<file path="config.mk">
export PLATFORM = sky130hd
export DESIGN_NAME = csc_frame_sched
export DESIGN_NICKNAME = d
export VERILOG_FILES = /design/src/rtl/csc_sched_pkg.sv /design/src/rtl/csc_edge_det.sv /design/src/rtl/csc_frame_sched.sv
export SDC_FILE = /design/constraint.sdc
export NUM_CORES = 1
export LEC_CHECK = 0
export ABC_AREA = 1
export CORE_ASPECT_RATIO = 1.1
export CORE_UTILIZATION = 40
export DETAILED_ROUTE_END_ITERATION = 10
export GPL_TIMING_DRIVEN = 0
export PLACE_DENSITY = 0.67
export SLEW_MARGIN = 20
export SYNTH_ARGS = -nofsm -noshare
export SYNTH_HDL_FRONTEND = slang
export SYNTH_SLANG_ARGS = --single-unit
</file>
<file path="constraint.sdc">
create_clock -name clk -period 2.4 [get_ports clk]
set_input_delay 0.24 -clock clk [delete_from_list [all_inputs] [get_ports clk]]
set_output_delay 0.24 -clock clk [all_outputs]
set_load 0.005 [all_outputs]
</file>
<file path="src/rtl/csc_sched_pkg.sv">
// rtl/csc_sched_pkg.sv - shared state encoding and parameter defaults for csc_frame_sched
package csc_sched_pkg;

    localparam int CSC_CNT_W_DEF    = 12;
    localparam int CSC_PIPE_LAT_DEF = 3;

    typedef enum logic [1:0] {
        ST_IDLE   = 2'd0,
        ST_ARMED  = 2'd1,
        ST_ACTIVE = 2'd2,
        ST_DRAIN  = 2'd3
    } sched_state_t;

endpackage

</file>
<file path="src/rtl/csc_edge_det.sv">
// rtl/csc_edge_det.sv - rise/fall pulses of a level against its registered previous sample
module csc_edge_det (
    input  logic clk,
    input  logic rst,
    input  logic din,
    output logic rise,
    output logic fall
);

    logic din_q;

    always_ff @(posedge clk) begin
        if (rst) begin
            din_q <= 1'b0;
        end else begin
            din_q <= din;
        end
    end

    // Pulses are valid in the same cycle as the new level so the scheduler can act on that sample.
    assign rise = din & ~din_q;
    assign fall = ~din & din_q;

endmodule

</file>
<file path="src/rtl/csc_frame_sched.sv">
// rtl/csc_frame_sched.sv - frame gate/scheduler in front of a colour-space converter (optional CSC_SCHED_WINDOW_EN)
module csc_frame_sched
    import csc_sched_pkg::*;
#(
    parameter int PIPE_LAT = CSC_PIPE_LAT_DEF,
    parameter int CNT_W    = CSC_CNT_W_DEF
) (
    input  logic             clk,
    input  logic             rst,
    input  logic             cmd_start,
    input  logic             cmd_stop,
    input  logic [3:0]       cfg_skip,
`ifdef CSC_SCHED_WINDOW_EN
    input  logic [CNT_W-1:0] cfg_x_start,
    input  logic [CNT_W-1:0] cfg_x_end,
    input  logic [CNT_W-1:0] cfg_y_start,
    input  logic [CNT_W-1:0] cfg_y_end,
`endif
    input  logic             per_frame_vsync,
    input  logic             per_frame_href,
    input  logic             per_frame_clken,
    input  logic [7:0]       per_img_red,
    input  logic [7:0]       per_img_green,
    input  logic [7:0]       per_img_blue,
    output logic             csc_frame_vsync,
    output logic             csc_frame_href,
    output logic             csc_frame_clken,
    output logic [7:0]       csc_img_red,
    output logic [7:0]       csc_img_green,
    output logic [7:0]       csc_img_blue,
    output logic             busy,
    output logic             frame_done,
    output logic [15:0]      frame_cnt,
    output logic [CNT_W-1:0] line_cnt,
    output logic [CNT_W-1:0] pix_cnt,
    output logic [1:0]       state
);

    localparam logic [CNT_W-1:0] CNT_MAX    = '1;
    localparam logic [15:0]      DRAIN_LAST = (PIPE_LAT > 0) ? 16'(PIPE_LAT - 1) : 16'd0;

    sched_state_t     state_q, state_d;
    logic [3:0]       skip_cnt;
    logic             stop_pending;
    logic [15:0]      drain_cnt;
    logic             done_now;
    logic             fwd;
    logic             in_win;
    logic             v_rise, v_fall, h_rise, h_fall;
    logic [CNT_W-1:0] pix_acc, line_acc, line_inc;

    csc_edge_det u_vsync_edge (
        .clk  (clk),
        .rst  (rst),
        .din  (per_frame_vsync),
        .rise (v_rise),
        .fall (v_fall)
    );

    csc_edge_det u_href_edge (
        .clk  (clk),
        .rst  (rst),
        .din  (per_frame_href),
        .rise (h_rise),
        .fall (h_fall)
    );

    always_ff @(posedge clk) begin
        if (rst) begin
            state_q <= ST_IDLE;
        end else begin
            state_q <= state_d;
        end
    end

    always_comb begin
        state_d  = state_q;
        done_now = 1'b0;
        case (state_q)
            ST_IDLE: begin
                if (cmd_start && !cmd_stop) state_d = ST_ARMED;
            end
            ST_ARMED: begin
                if (cmd_stop) state_d = ST_IDLE;
                else if (v_rise && skip_cnt == 4'd0) state_d = ST_ACTIVE;
            end
            ST_ACTIVE: begin
                if (v_fall) state_d = ST_DRAIN;
            end
            ST_DRAIN: begin
                if (drain_cnt == DRAIN_LAST) begin
                    done_now = 1'b1;
                    state_d  = (stop_pending || cmd_stop) ? ST_IDLE : ST_ARMED;
                end
            end
            default: state_d = ST_IDLE;
        endcase
    end

    // The vsync-rise sample that arms a frame is forwarded along with the rest of it.
    assign fwd = (state_q == ST_ACTIVE) || (state_q == ST_ARMED && state_d == ST_ACTIVE);

    assign line_inc = (line_acc == CNT_MAX) ? line_acc : line_acc + CNT_W'(1);

`ifdef CSC_SCHED_WINDOW_EN
    logic [CNT_W-1:0] x_cur, y_cur;
    assign x_cur  = h_rise ? '0 : pix_acc;
    assign y_cur  = v_rise ? '0 : line_acc;
    assign in_win = (x_cur >= cfg_x_start) && (x_cur <= cfg_x_end) &&
                    (y_cur >= cfg_y_start) && (y_cur <= cfg_y_end);
`else
    assign in_win = 1'b1;
`endif

    always_ff @(posedge clk) begin
        if (rst) begin
            skip_cnt        <= 4'd0;
            stop_pending    <= 1'b0;
            drain_cnt       <= 16'd0;
            frame_done      <= 1'b0;
            frame_cnt       <= 16'd0;
            csc_frame_vsync <= 1'b0;
            csc_frame_href  <= 1'b0;
            csc_frame_clken <= 1'b0;
            csc_img_red     <= 8'd0;
            csc_img_green   <= 8'd0;
            csc_img_blue    <= 8'd0;
            pix_acc         <= '0;
            line_acc        <= '0;
            pix_cnt         <= '0;
            line_cnt        <= '0;
        end else begin
            if (state_q == ST_IDLE && state_d == ST_ARMED) begin
                skip_cnt <= 4'd0;
            end else if (state_q == ST_ARMED && v_rise && !cmd_stop) begin
                skip_cnt <= (skip_cnt == 4'd0) ? cfg_skip : skip_cnt - 4'd1;
            end

            if (state_d == ST_IDLE) begin
                stop_pending <= 1'b0;
            end else if (cmd_stop && (state_q == ST_ACTIVE || state_q == ST_DRAIN)) begin
                stop_pending <= 1'b1;
            end

            drain_cnt  <= (state_q == ST_DRAIN) ? drain_cnt + 16'd1 : 16'd0;
            frame_done <= done_now;
            if (done_now) frame_cnt <= frame_cnt + 16'd1;

            csc_frame_vsync <= fwd & per_frame_vsync;
            csc_frame_href  <= fwd & per_frame_href & in_win;
            csc_frame_clken <= fwd & per_frame_clken & in_win;
            csc_img_red     <= fwd ? per_img_red   : 8'd0;
            csc_img_green   <= fwd ? per_img_green : 8'd0;
            csc_img_blue    <= fwd ? per_img_blue  : 8'd0;

            // Counters see every pixel of a forwarded frame, independent of the window.
            if (fwd) begin
                if (h_rise) begin
                    pix_acc <= CNT_W'(per_frame_clken);
                end else if (per_frame_href && per_frame_clken && pix_acc != CNT_MAX) begin
                    pix_acc <= pix_acc + CNT_W'(1);
                end
                if (h_fall) pix_cnt <= pix_acc;

                if (v_rise) begin
                    line_acc <= '0;
                end else if (h_fall) begin
                    line_acc <= line_inc;
                end
                if (v_fall) line_cnt <= h_fall ? line_inc : line_acc;
            end
        end
    end

    assign busy  = (state_q != ST_IDLE);
    assign state = state_q;

endmodule

</file>
==> results of run 1 <==
## sequential cells by signal (all words and copies together) (netlist names), 12 cells and up
name	count
pix_acc	12
drain_cnt	16
frame_cnt	16
line_cnt	12
pix_cnt	12
line_acc	12
## power groups by stage
stage                     clock, W  sequential, W  combinational [W]
after floorplan                  0        0.00211           0.000298
after global placement           0        0.00211           0.000541
after CTS                  0.00261        0.00207           0.000548
after global routing       0.00271        0.00208           0.000599
after detailed placement         0        0.00211           0.000544
final                      0.00257        0.00207           0.000542
## cell type report
class,instances,share of cell area [%]
multi-input cells,545,36.0
clock inverters,7,1.26
inverters,94,4.87
clock buffers,25,7.02
repair buffers,105,14.3
flip-flops and latches,117,31.9
plain buffers,21,1.58
well taps,184,3.13
## cells by family (layout without fill, tap and decap cells)
logic type | after synthesis | count (layout) | share of synthesized area [%]
flip-flops | 117 | 117 | 42.9
buffers and inverters | 115 | 252 | 8.69
AND/OR/NAND/NOR | 406 | 406 | 32.9
adder cells (fa/ha/maj) | 7 | 7 | 1.60
XOR/XNOR | 20 | 20 | 3.21
AO/OA/AOI/OAI | 112 | 112 | 10.7
## synthesized netlist by cell type, drive strengths merged
library cell,instances,area [sq um]
o21ai,40,200
dfxtp,117,2340
clkbuf,7,27.5
a21oi,62,310
nand3b,1,11.3
nand3,55,280
a31oi,1,6.26
and2,1,6.26
nand4,15,93.8
nor3,13,75.1
inv,94,358
ha,7,87.6
xnor2,5,43.8
nand2,169,649
nor2,145,632
a22o,1,8.76
o21bai,2,15.0
o21a,2,15.0
or2,5,31.3
o211ai,3,22.5
o31ai,1,7.51
xor2,15,131
nor3b,2,15.0
buf,14,88.8
## through the flow
step                worst slack (ns)  power (W)  cells
floorplan                      0.851    0.00240    777
global placement               0.293    0.00265   1066
detailed placement             0.281    0.00266   1066
CTS                            0.509    0.00523   1098
global route                   0.298    0.00539   1098
finish                         0.517    0.00518   1098
## how the worst min path moves through the flow
stage | startpoint | end | slack [ns] | cells past startpoint
floorplan | per_img_blue[0] | csc_img_blue[0] | 0.35 | 2
global placement | drain_cnt[0] | drain_cnt[0] | 0.45 | 1
detailed placement | drain_cnt[0] | drain_cnt[0] | 0.45 | 1
CTS | per_img_blue[1] | csc_img_blue[1] | 0.33 | 3
global route | per_img_blue[7] | csc_img_blue[7] | 0.34 | 3
finish | per_img_blue[1] | csc_img_blue[1] | 0.34 | 3
## worst min-delay path, cell delays in order
cell and delay [ns]:
clkdlybuf4s50_1 0.39, inv_1 0.05, nor2_1 0.03
## routing by layer
metal / track usage, % / vias up
li1: - / 2728
met1: 24.6 / 2379
met2: 33.2 / 91
met3: 5.64 / 28
met4: 9.06 / 0
met5: 0 / -
==> reports/metrics.yaml, run 1 <==
global_route:
  grt_pass1_wl_microns: 22600
  grt_max_degree: 17
  grt_pass1_vias: 4788
  grt_overflow: 0
  grt_usage_pct: 20.3
  antenna_found_initial: 0
route:
  antenna_left: 0
  dr.max_layer_used: "met4"
  wl_met3_microns: 512
  dr_total_vias: 5226
  wire_per_inst_microns: 12.4
  drtPass1Iterations: 5
  wirelength_met1_microns: 6300
  wl_microns: 13600
  drc: 0
  met2_wirelength_microns: 6430
  vias_per_cell: 4.76
  drtIter0Drc: 274
pwr:
  p_per_area_nw_per_um2: 705
  power.share.clock_pct: 49.5
  p_leak_nw: 2.84
  p_switching_w: 0.00123
  pwr-share-comb_pct: 10.5
  peakVddDrop_mv: 0.479
  p_seq_share_pct: 40.0
  p_int_w: 0.00395
  p_sw_share_pct: 23.8
clock_network:
  clk_pin_slew_ns: 0.05
  clk_path_buf_depth: 2
  cts_hold_buffers: 0
  worstSkewPairLatency_ns: 0.42
  cts_made_buffers: 17
  htree_levels: 4
  cts_resized: 0
  cts_tree: "yes"
  clock-sinks: 117
  cts_root_buf: "clkbuf_16"
  cts_setup_buffers: 0
worst_setup_path:
  crit_top_cell: "inv_1"
  crit_path_top_delay_cell: "nor3_2"
  timing.rr.end: "line_cnt[6]"
  max_stage_delay_ns: 0.58
  end_kind: "flip-flop"
  cp.required_ns: 2.71
  worst-setup-path-type: "reg2reg"
  rr_startpoint: "state[1]"
  cp_num_buf_inv: 3
  cp_data_arrival_time_ns: 2.19
  crit_start: "state[1]"
  critPathTopFamily: "simple AND/OR/NAND/NOR gates"
  cp_cell_sequence: "inv_2, nor3_2, inv_1, o21ai_0, inv_1"
  cp-endpoint: "line_cnt[6]"
  cp.depth: 5
  rr_worst_depth: 5
  reg2reg_slack_ns: 0.52
  critPathMaxFanout: 9
  startpoint_type: "flip-flop"
synthesis:
  yosysWarningCount: 0
  synth_area_per_cell_sq_um: 7.03
  mappedNetlistNets: 819
  syn_area_sq_um: 5460
  synthCells: 777
  ys_types: 37
  ys_ff_latch: 117
  synth.yosys.seq_area_share_pct: 42.9
placement:
  placed_cell_area_sq_um: 6740
  dp_hpwl_microns: 9790
  gp_congestion: 0.865
  io_buffers: 105
layout:
  n_antenna_cell: 0
  synthToLayoutAreaGrowth_pct: 34.6
  final_util_pct: 55.4
  drive_gt1_share_pct: 8.75
  fillers: 1276
  final_common_cell: "nand2_1"
  final-seq-area_sq_um: 2340
  nNetsFinal: 943
  multi_input_area_sq_um: 2640
  layout_common_cells: "165 x nand2_1, 127 x nor2_1, 117 x dfxtp_1"
  final_area_sq_um: 7350
timing:
  period_needed_ns: 1.88
  maxSlewHeadroom_pct: 54.0
  setup_viol: 0
  fin_crit_sh_pct: 78.4
  fmaxAchievable_ghz: 0.531
  maxSlewViolCount: 0
  setup_tns_ns: 0
  tightest_slew_ns: 0.687
  hold_viol: 0
  clock_skew_ns: 0.00971
  timing.hold.ws_ns: 0.339
  rsz0062_at_grt: "false"
floorplanning:
  dieArea_sq_um: 14100
  die_y_microns: 125
  core_area_sq_um: 13300
  die_x_microns: 113
  initial_core_util_pct: 41.1
  rows: 44
  boundaryPins: 106
hold_path:
  worstHoldPathType: "in2reg"
flow_run:
  maxCapViolCount: 0
outcome:
  status: "finished clean"
Power figures use the tool's default switching activity.
==> inputs of run 2 (changes only) <==
PLACE_DENSITY = 0.7   (was 0.67)
clock period = 1.6 ns   (was 2.4 ns; I/O delays follow)
==> run 2 against run 1 <==
Compared with the run above:
- maximum frequency grew 18%
- critical path depth grew 5
- clock power grew 68%
- first-iteration DRC count grew 14%
- design area grew 7.6%
- worst setup slack lost 0.51 ns
- combinational power grew 80%
- power grew 62%
- global-route usage is essentially flat
- largest cell class unchanged
- highest routed layer unchanged
==> reports/metrics.yaml, run 2 (synthesis results as in run 1) <==
clock_network:
  clk_pin_slew_ns: 0.05  # about the same
  worstSkewPairLatency_ns: 0.42  # about the same
  htree_levels: 4  # unchanged
  clock-sinks: 117  # unchanged
  cts_tree: "yes"  # unchanged
  cts_made_buffers: 17  # unchanged
  cts_root_buf: "clkbuf_16"  # unchanged
  clk_path_buf_depth: 2  # unchanged
global_route:
  grt_overflow: 0  # unchanged
  antenna_found_initial: 0  # unchanged
  grt_pass1_wl_microns: 22700  # was 22600 microns
  grt_usage_pct: 20.3  # about the same
  grt_pass1_vias: 4834  # was 4788
  grt_max_degree: 17  # unchanged
outcome:
  status: "finished clean"  # unchanged
layout:
  layout_common_cells: "155 x nand2_1, 119 x nor2_1, 104 x clkdlybuf4s50_1"  # was 165 x nand2_1, 127 x nor2_1, 117 x dfxtp_1
  final_area_sq_um: 7910  # was 7350 sq um
  synthToLayoutAreaGrowth_pct: 44.8  # was 34.6%
  multi_input_area_sq_um: 2860  # was 2640 sq um
  final-seq-area_sq_um: 2370  # was 2340 sq um
  reg_top3: "drain_cnt: 16 flops, frame_cnt: 16 flops"  # unchanged
  n_antenna_cell: 0  # unchanged
  fillers: 1220  # was 1276
  nNetsFinal: 968  # was 943
  final_common_cell: "nand2_1"  # unchanged
  drive_gt1_share_pct: 17.6  # was 8.75%
  final_cells: 1123  # was 1098
floorplanning:
  dieArea_sq_um: 14100  # unchanged
  boundaryPins: 106  # unchanged
  rows: 44  # unchanged
  die_x_microns: 113  # unchanged
  initial_core_util_pct: 41.1  # unchanged
  die_y_microns: 125  # unchanged
  core_area_sq_um: 13300  # unchanged
timing:
  hold_viol: 0  # unchanged
  fin_crit_sh_pct: 99.5  # was 78.4%
  period_needed_ns: 1.59  # was 1.88 ns
  setup_viol: 0  # unchanged
  tightest_slew_ns: 0.570  # was 0.687 ns
  rsz0062_at_grt: "true"  # was false
  fmaxAchievable_ghz: 0.628  # was 0.531 GHz
  clock_skew_ns: 0.00782  # was 0.00971 ns
  setup_tns_ns: 0  # unchanged
  timing.hold.ws_ns: 0.254  # was 0.339 ns
  worst_slack_ns: 0.00826  # was 0.517 ns
  maxSlewHeadroom_pct: 62.0  # was 54.0%
  maxSlewViolCount: 0  # unchanged
route:
  dr.max_layer_used: "met4"  # unchanged
  drc: 0  # unchanged
  met2_wirelength_microns: 6870  # was 6430 microns
  dr_total_vias: 5449  # was 5226
  wl_microns: 14200  # was 13600 microns
  antenna_left: 0  # unchanged
  wirelength_met1_microns: 6230  # was 6300 microns
  wl_met3_microns: 609  # was 512 microns
  vias_per_cell: 4.85  # was 4.76
  drtIter0Drc: 311  # was 274
  drtPass1Iterations: 5  # unchanged
  wire_per_inst_microns: 12.6  # was 12.4 microns
pwr:
  p_per_area_nw_per_um2: 1060  # was 705 nW/um^2
  p_leak_nw: 3.09  # was 2.84 nW
  peakVddDrop_mv: 0.678  # was 0.479 mV
worst_setup_path:
  end_kind: "flip-flop"  # unchanged
  cp_data_arrival_time_ns: 1.94  # was 2.19 ns
  cp.required_ns: 1.95  # was 2.71 ns
  critPathMaxFanout: 5  # was 9
  startpoint_type: "flip-flop"  # unchanged
  worst-setup-path-type: "reg2reg"  # unchanged
placement:
  io_buffers: 105  # unchanged
  place_inst: 1066  # unchanged
  gp_congestion: 0.883  # was 0.865
  placed_cell_area_sq_um: 6740  # unchanged
  pre_cts_ws_ns: -0.427  # was 0.281 ns
  dp_hpwl_microns: 9610  # was 9790 microns
hold_path:
  worstHoldPathType: "in2reg"  # unchanged
flow_run:
  maxCapViolCount: 0  # unchanged
[run 2: per-stage QoR]
stage | power [W] | utilization (%)
6_report | 0.00841 | 59.6
5_1_grt | 0.00872 | 59.6
4_1_cts | 0.00835 | 56.9
3_5_place_dp | 0.00398 | 50.8
3_3_place_gp | 0.00397 | 50.8
2_1_floorplan | 0.00361 | -
[run 2: cell type report]
type,instances,area share (%)
multi-input cells,546,36.1
flip-flops and latches,117,30.0
repair buffers,131,15.9
clock buffers,20,5.65
inverters,94,4.68
well taps,184,2.91
clock inverters,12,2.86
plain buffers,19,1.85
[run 2: worst paths after layout]
| kind | from | end | slack [ns] | depth (start not counted) |
|---|---|---|---|---|
| setup / recovery | pix_acc[0] | pix_acc[4] | 0.008 | 10 |
| setup reg to reg | pix_acc[0] | pix_acc[4] | 0.008 | 10 |
| hold / removal | per_img_green[0] | csc_img_green[0] | 0.25 | 3 |
| hold reg to reg | line_cnt[4] | line_cnt[4] | 0.47 | 2 |
[run 2: where the power goes]
group | total, W | internal, W | switching (W)
Clock | 0.00432 | 0.00296 | 0.00136
Combinational | 0.000973 | 0.000462 | 0.000511
Sequential | 0.00312 | 0.00303 | 0.0000910
[run 2: per-layer routing]
| layer | vias to the layer above | global-route usage [%] |
|---|---|---|
| met5 | - | 0 |
| met4 | 0 | 10.4 |
| met3 | 43 | 4.62 |
| met2 | 143 | 32.8 |
| met1 | 2475 | 25.2 |
| li1 | 2788 | - |
[run 2: repair_timing]
action	CTS	global route
cloned	1	2
pin swaps	7	20
resized for setup	30	85
endpoints found under the setup margin	91	87
hold buffers	0	0
buffers inserted	7	17
[run 2: worst max-delay path, cell delays in order (launching register included)]
cell and delay, ns:
dfxtp_4 0.38, ha_4 0.15, nand2_2 0.06, nor2_2 0.12, nand2_1 0.08, o21bai_1 0.14
nand2_1 0.12, nand2_2 0.15, buf_6 0.16, nand2_1 0.06, a21oi_1 0.10
==> edit 1: new RTL, settings of run 2 <==
The option `CSC_SCHED_WINDOW_EN` is turned on by a define.
--- a/src/rtl/csc_frame_sched.sv
+++ b/src/rtl/csc_frame_sched.sv
@@ -1,2 +1,4 @@
 // rtl/csc_frame_sched.sv - frame gate/scheduler in front of a colour-space converter (optional CSC_SCHED_WINDOW_EN)
+`define CSC_SCHED_WINDOW_EN
+
 module csc_frame_sched
Interface: changed (added cfg_x_end, cfg_x_start, cfg_y_end and cfg_y_start); port bits go from 106 to 154. The function was not compared with the original's and may differ.
==> edit 1 against run 2 <==
- the run now ends with DRC, setup timing left
- sequential cell count did not move
- wire length rose by 52%
- combinational power rose by 81%
- design area rose by 38%
- power rose by 7.4%
- worst setup slack got worse by 230 ps
- area after synthesis rose by 23%
- die area rose by 23%
- critical path depth rose by 2
- highest routed layer unchanged
==> edit 1: results (changes against run 2) <==
[status]
status = complete, but fails checks
violations = DRC, setup timing

[final_layout]
clock_area_share_pct = 5.88  ; -2.6 points
n_clock_buffer = 23  ; +15%
drive_gt1_share_pct = 27.9  ; +10 points
multi_input_area_um2 = 4550  ; +59%
final_nets = 1366  ; +41%
n_all_inverters = 178  ; +89%
layout.filler_cells = 1262  ; +3.4%
multi_input_cells = 668  ; +22%

[floorplan]
tap_cells = 204  ; +11%

[min_path]
min_from = rst
min_to = u_href_edge.din_q$_SDFF_PP0_

[drt]
drc = 1  ; +1
first_iter_violations = 482  ; +55%
num_vias = 7412  ; +36%
drtPass1Iterations = 9  ; +4
vias_per_cell = 5.13  ; +5.6%

[grt]
grt_pass1_wl_um = 32500  ; +43%
grt_pass1_vias = 6971  ; +44%

[timing]
hold-worst-slack_ps = 251  ; -2.44 ps
max_slew_margin_pct = 34.4  ; -28 points
setup_ws_ps = -221  ; -230 ps
setup_violations = 63  ; +63
finalSetupTns_ps = -6180  ; -6180 ps
skew_ps = 6.08  ; -1.74 ps

[placement]
gp_congestion = 0.932  ; +5.5%
dp_cells = 1341  ; +26%
place_area_um2 = 8600  ; +28%
pre_cts_ws_ps = -779  ; -352 ps
place_hpwl_um = 14200  ; +47%

[synth]
synth_compound_area_share_pct = 12.4  ; +1.7 points
synthAdderAreaFrac_pct = 9.86  ; +8.3 points
syn-num-nets = 1121  ; +37%
postSynthCellCount = 985  ; +27%
synth.cells.most_frequent = nand2_1 (178), inv_1 (169), nor2_1 (133)
synthDistinctLibCells = 44  ; +19%
synth_xor_area_share_pct = 1.95  ; -1.3 points

[power_and_ir_drop]
ir_drop_mv = 0.778  ; +15%
p_leak_nw = 4.71  ; +52%
netSwitchingFraction_pct = 26.0  ; +2.7 points

[worst_setup_path]
critPathLaunch = u_href_edge.din_q$_SDFF_PP0_
rr_worst_depth = 12  ; +2
cp.arrival_ps = 2130  ; +190 ps

==> edit 1: repair_timing <==
item                       in CTS  in global routing
gates cloned                    8                  3
gates resized for setup       131                200
hold endpoints to repair        0                  0
setup endpoints to repair      96                 94
pin swaps                      54                 71
buffers inserted               39                 25
==> edit 1: metal layers <==
layer | wire length (µm) | global-route usage [%] | vias to the layer above | share of wire [%]
li1 | - | - | 3686 | -
met1 | 8860 | 27.1 | 3453 | 41
met2 | 11200 | 41.2 | 215 | 52
met3 | 864 | 5.03 | 58 | 4.0
met4 | 634 | 8.92 | 0 | 2.9
met5 | 0 | 0 | - | 0
==> edit 1: critical path: stages (launching register included) <==
cell       delay, ps
dfxtp_2          330
inv_2             40
nand2_4           70
inv_4             50
clkbuf_16        150
nor2_1           140
ha_1             280
a21oi_1          150
o21ai_0          100
nand3_1           90
nand4_1          130
nand4_1          140
nor2_1            50
==> edit 1: power by group through the flow <==
stage / Combinational [mW] / Clock (mW) / Sequential (mW)
global placement: 1.24 / 0 / 3.18
global route: 1.91 / 4.30 / 3.15
CTS: 1.51 / 4.16 / 3.13
finish: 1.76 / 4.13 / 3.14
detailed placement: 1.26 / 0 / 3.18
floorplan: 0.689 / 0 / 3.17
==> edit 1: kinds of logic (layout without fill, tap and decap cells) <==
| group | Yosys count | after routing |
|---|---|---|
| XOR/XNOR | 15 | 15 |
| buffers and inverters | 200 | 457 |
| AND/OR/NAND/NOR | 444 | 444 |
| flip-flops | 117 | 117 |
| AO/OA/AOI/OAI | 156 | 156 |
| adder cells (fa/ha/maj) | 53 | 53 |
==> edit 1: metrics by stage <==
step	util [%]	power [mW]
final	66.8	9.03
after global routing	66.8	9.36
after CTS	61.3	8.80
after detailed placement	52.5	4.45
after global placement	52.5	4.42
after floorplan	-	3.86
==> edit 2: new RTL, flow settings as in run 2 <==
Made on the original files. Remove the register `csc_img_red`: a continuous assignment takes its place, so the output `csc_img_red` follows one clock earlier.
--- a/src/rtl/csc_frame_sched.sv
+++ b/src/rtl/csc_frame_sched.sv
@@ -124,3 +124,2 @@
             csc_frame_clken <= 1'b0;
-            csc_img_red     <= 8'd0;
             csc_img_green   <= 8'd0;
@@ -151,3 +150,2 @@
             csc_frame_clken <= fwd & per_frame_clken & in_win;
-            csc_img_red     <= fwd ? per_img_red   : 8'd0;
             csc_img_green   <= fwd ? per_img_green : 8'd0;
@@ -174,2 +172,4 @@
 
+    assign csc_img_red = fwd ? per_img_red   : 8'd0;
+
     assign busy  = (state_q != ST_IDLE);
Behaviour: not the same (Yosys sat finds a counterexample within 4 cycles, from zero or initial values and one cycle with rst high).
==> edit 2 against run 2 <==
- maximum frequency shrank 10%
- the run now ends with DRC, setup timing left
- area after synthesis shrank 3.6%
- first-iteration DRC count shrank 2.3%
- utilization shrank 2.7 points
- worst setup slack lost 180 ps
- largest power group is now registers
- sequential cell count shrank 8
- power shrank 28%
- critical path type is now register to output pin
- wire length shrank 1.8%
- worst hold slack lost 33 ps
- design area shrank 8.6%
==> edit 2: results (changes against run 2) <==
[status]
status = complete, but fails checks
violations = DRC, setup timing

[worst_setup_path]
cp.arrival_ps = 1620  ; -320 ps
crit_path_max_incr_delay_ps = 340  ; -40 ps
timing.rr.start = skip_cnt[1]$_SDFFE_PP0P_
rr_worst_depth = 11  ; +1
path_delay_family = buffers and inverters
reg2reg_to = pix_acc[2]$_SDFFE_PP0P_
cp_max_fo = 4  ; -1

[synth]
syn-num-nets = 823  ; +0.49%
synthTopCellsByArea = dfxtp_1 (41%), nand2_1 (12%), nor2_1 (10%)
synthAdderAreaFrac_pct = 1.66  ; +0.060 points
synthDistinctLibCells = 34  ; -8.1%
avgSynthCellArea_um2 = 6.74  ; -4.1%
synth_compound_area_share_pct = 11.8  ; +1.0 points

[timing]
setup_ws_ps = -176  ; -184 ps
skew_ps = 7.75  ; -0.0751 ps
setup_violations = 53  ; +53
tightestPinTransition_ps = 591  ; +20.5 ps

[grt]
grtUsageMet3_pct = 4.94  ; +0.32 points
grt_max_degree = 18  ; +1
grt_pass1_vias = 4992  ; +3.3%
grtUsageMet1_pct = 24.8  ; -0.34 points
grt_pass1_wl_um = 23000  ; +1.5%
grt.met2_usage_pct = 37.3  ; +4.5 points
grtUsageTotal_pct = 21.3  ; +0.97 points

[final_layout]
seq-cell-share_pct = 30.5  ; +0.48 points
n_all_inverters = 103  ; +9.6%
final_nets = 962  ; -0.62%
n_clock_buffer = 11  ; -45%
clock_area_share_pct = 3.74  ; -4.8 points
final-nonclk-buf-share_pct = 18.6  ; +0.88 points
multi_input_cells = 549  ; +0.55%
area_growth_syn_to_layout_pct = 37.3
multi_input_area_share_pct = 38.9  ; +2.8 points
layout.filler_cells = 1205  ; -1.2%

[drt]
drc = 8  ; +8
drt_wl_total_um = 13900  ; -1.8%
first_iter_violations = 304  ; -2.3%
wl_met1_um = 6040  ; -3.1%
wl_met3_um = 837  ; +37%

[placement]
gp_congestion = 0.893  ; +1.1%
place_area_um2 = 6500  ; -3.6%
place_hpwl_um = 9850  ; +2.6%
dp_cells = 1042  ; -2.3%

[floorplan]
num_rows = 43  ; -2.3%

[power_and_ir_drop]
power_switching_mw = 1.67  ; -15%
comb_power_share_pct = 17.6  ; +6.0 points
ir_drop_mv = 0.567  ; -16%
p_per_area_nw_per_um2 = 839  ; -21%

[clocking]
insertion_delay_ps = 360  ; -60 ps
cts.htree.levels = 3  ; -1

-- edit 2: cell count changes after synthesis, moves of 3 or more --
| cell | change |
|---|---|
| nand3_1 | +13 |
| nor2_1 | +13 |
| nor2_2 | -13 |
| dfxtp_1 | -8 |
| inv_1 | +8 |
| xor2_1 | -8 |
| xnor2_1 | +6 |
| clkbuf_1 | +5 |
| nand2_1 | -3 |
| nand4_1 | -3 |
-- edit 2: worst min-delay path by stage --
stage | from | end | cells past startpoint
3_3_place_gp | drain_cnt[0]$_SDFF_PP0_ | drain_cnt[0]$_SDFF_PP0_ | 1
2_1_floorplan | per_frame_clken | csc_frame_clken$_SDFF_PP0_ | 2
6_report | cmd_stop | stop_pending$_SDFFE_PP0P_ | 3
4_1_cts | rst | line_cnt[10]$_SDFFE_PP0P_ | 4
5_1_grt | cmd_stop | stop_pending$_SDFFE_PP0P_ | 3
3_5_place_dp | drain_cnt[0]$_SDFF_PP0_ | drain_cnt[0]$_SDFF_PP0_ | 1
-- edit 2: worst reg2reg max path: stages (launching register included) --
cell and delay, ps:
dfxtp_2 340, inv_2 60, ha_4 160, inv_4 60, nor3_4 40, a21oi_4 250, buf_6 220, inv_6 80
nand2_4 110, buf_6 150, o21ai_0 80, nor2_1 130
-- edit 2: what timing repair did --
item / 4_1_cts / 5_1_grt
resized for setup: 100 / 41
pin swaps: 3 / 7
hold buffers: 0 / 0
gates cloned: 4 / 1
setup buffers: 12 / 7
setup endpoints to repair: 91 / 90
-- edit 2: through the flow --
step | hold slack, ps | TNS (ps) | setup slack [ps]
2_1_floorplan | 272 | 0 | 1.44
3_3_place_gp | 432 | -29390 | -812
3_5_place_dp | 446 | -31720 | -839
4_1_cts | 220 | -6210 | -210
5_1_grt | 254 | -9850 | -237
6_report | 221 | -4660 | -176
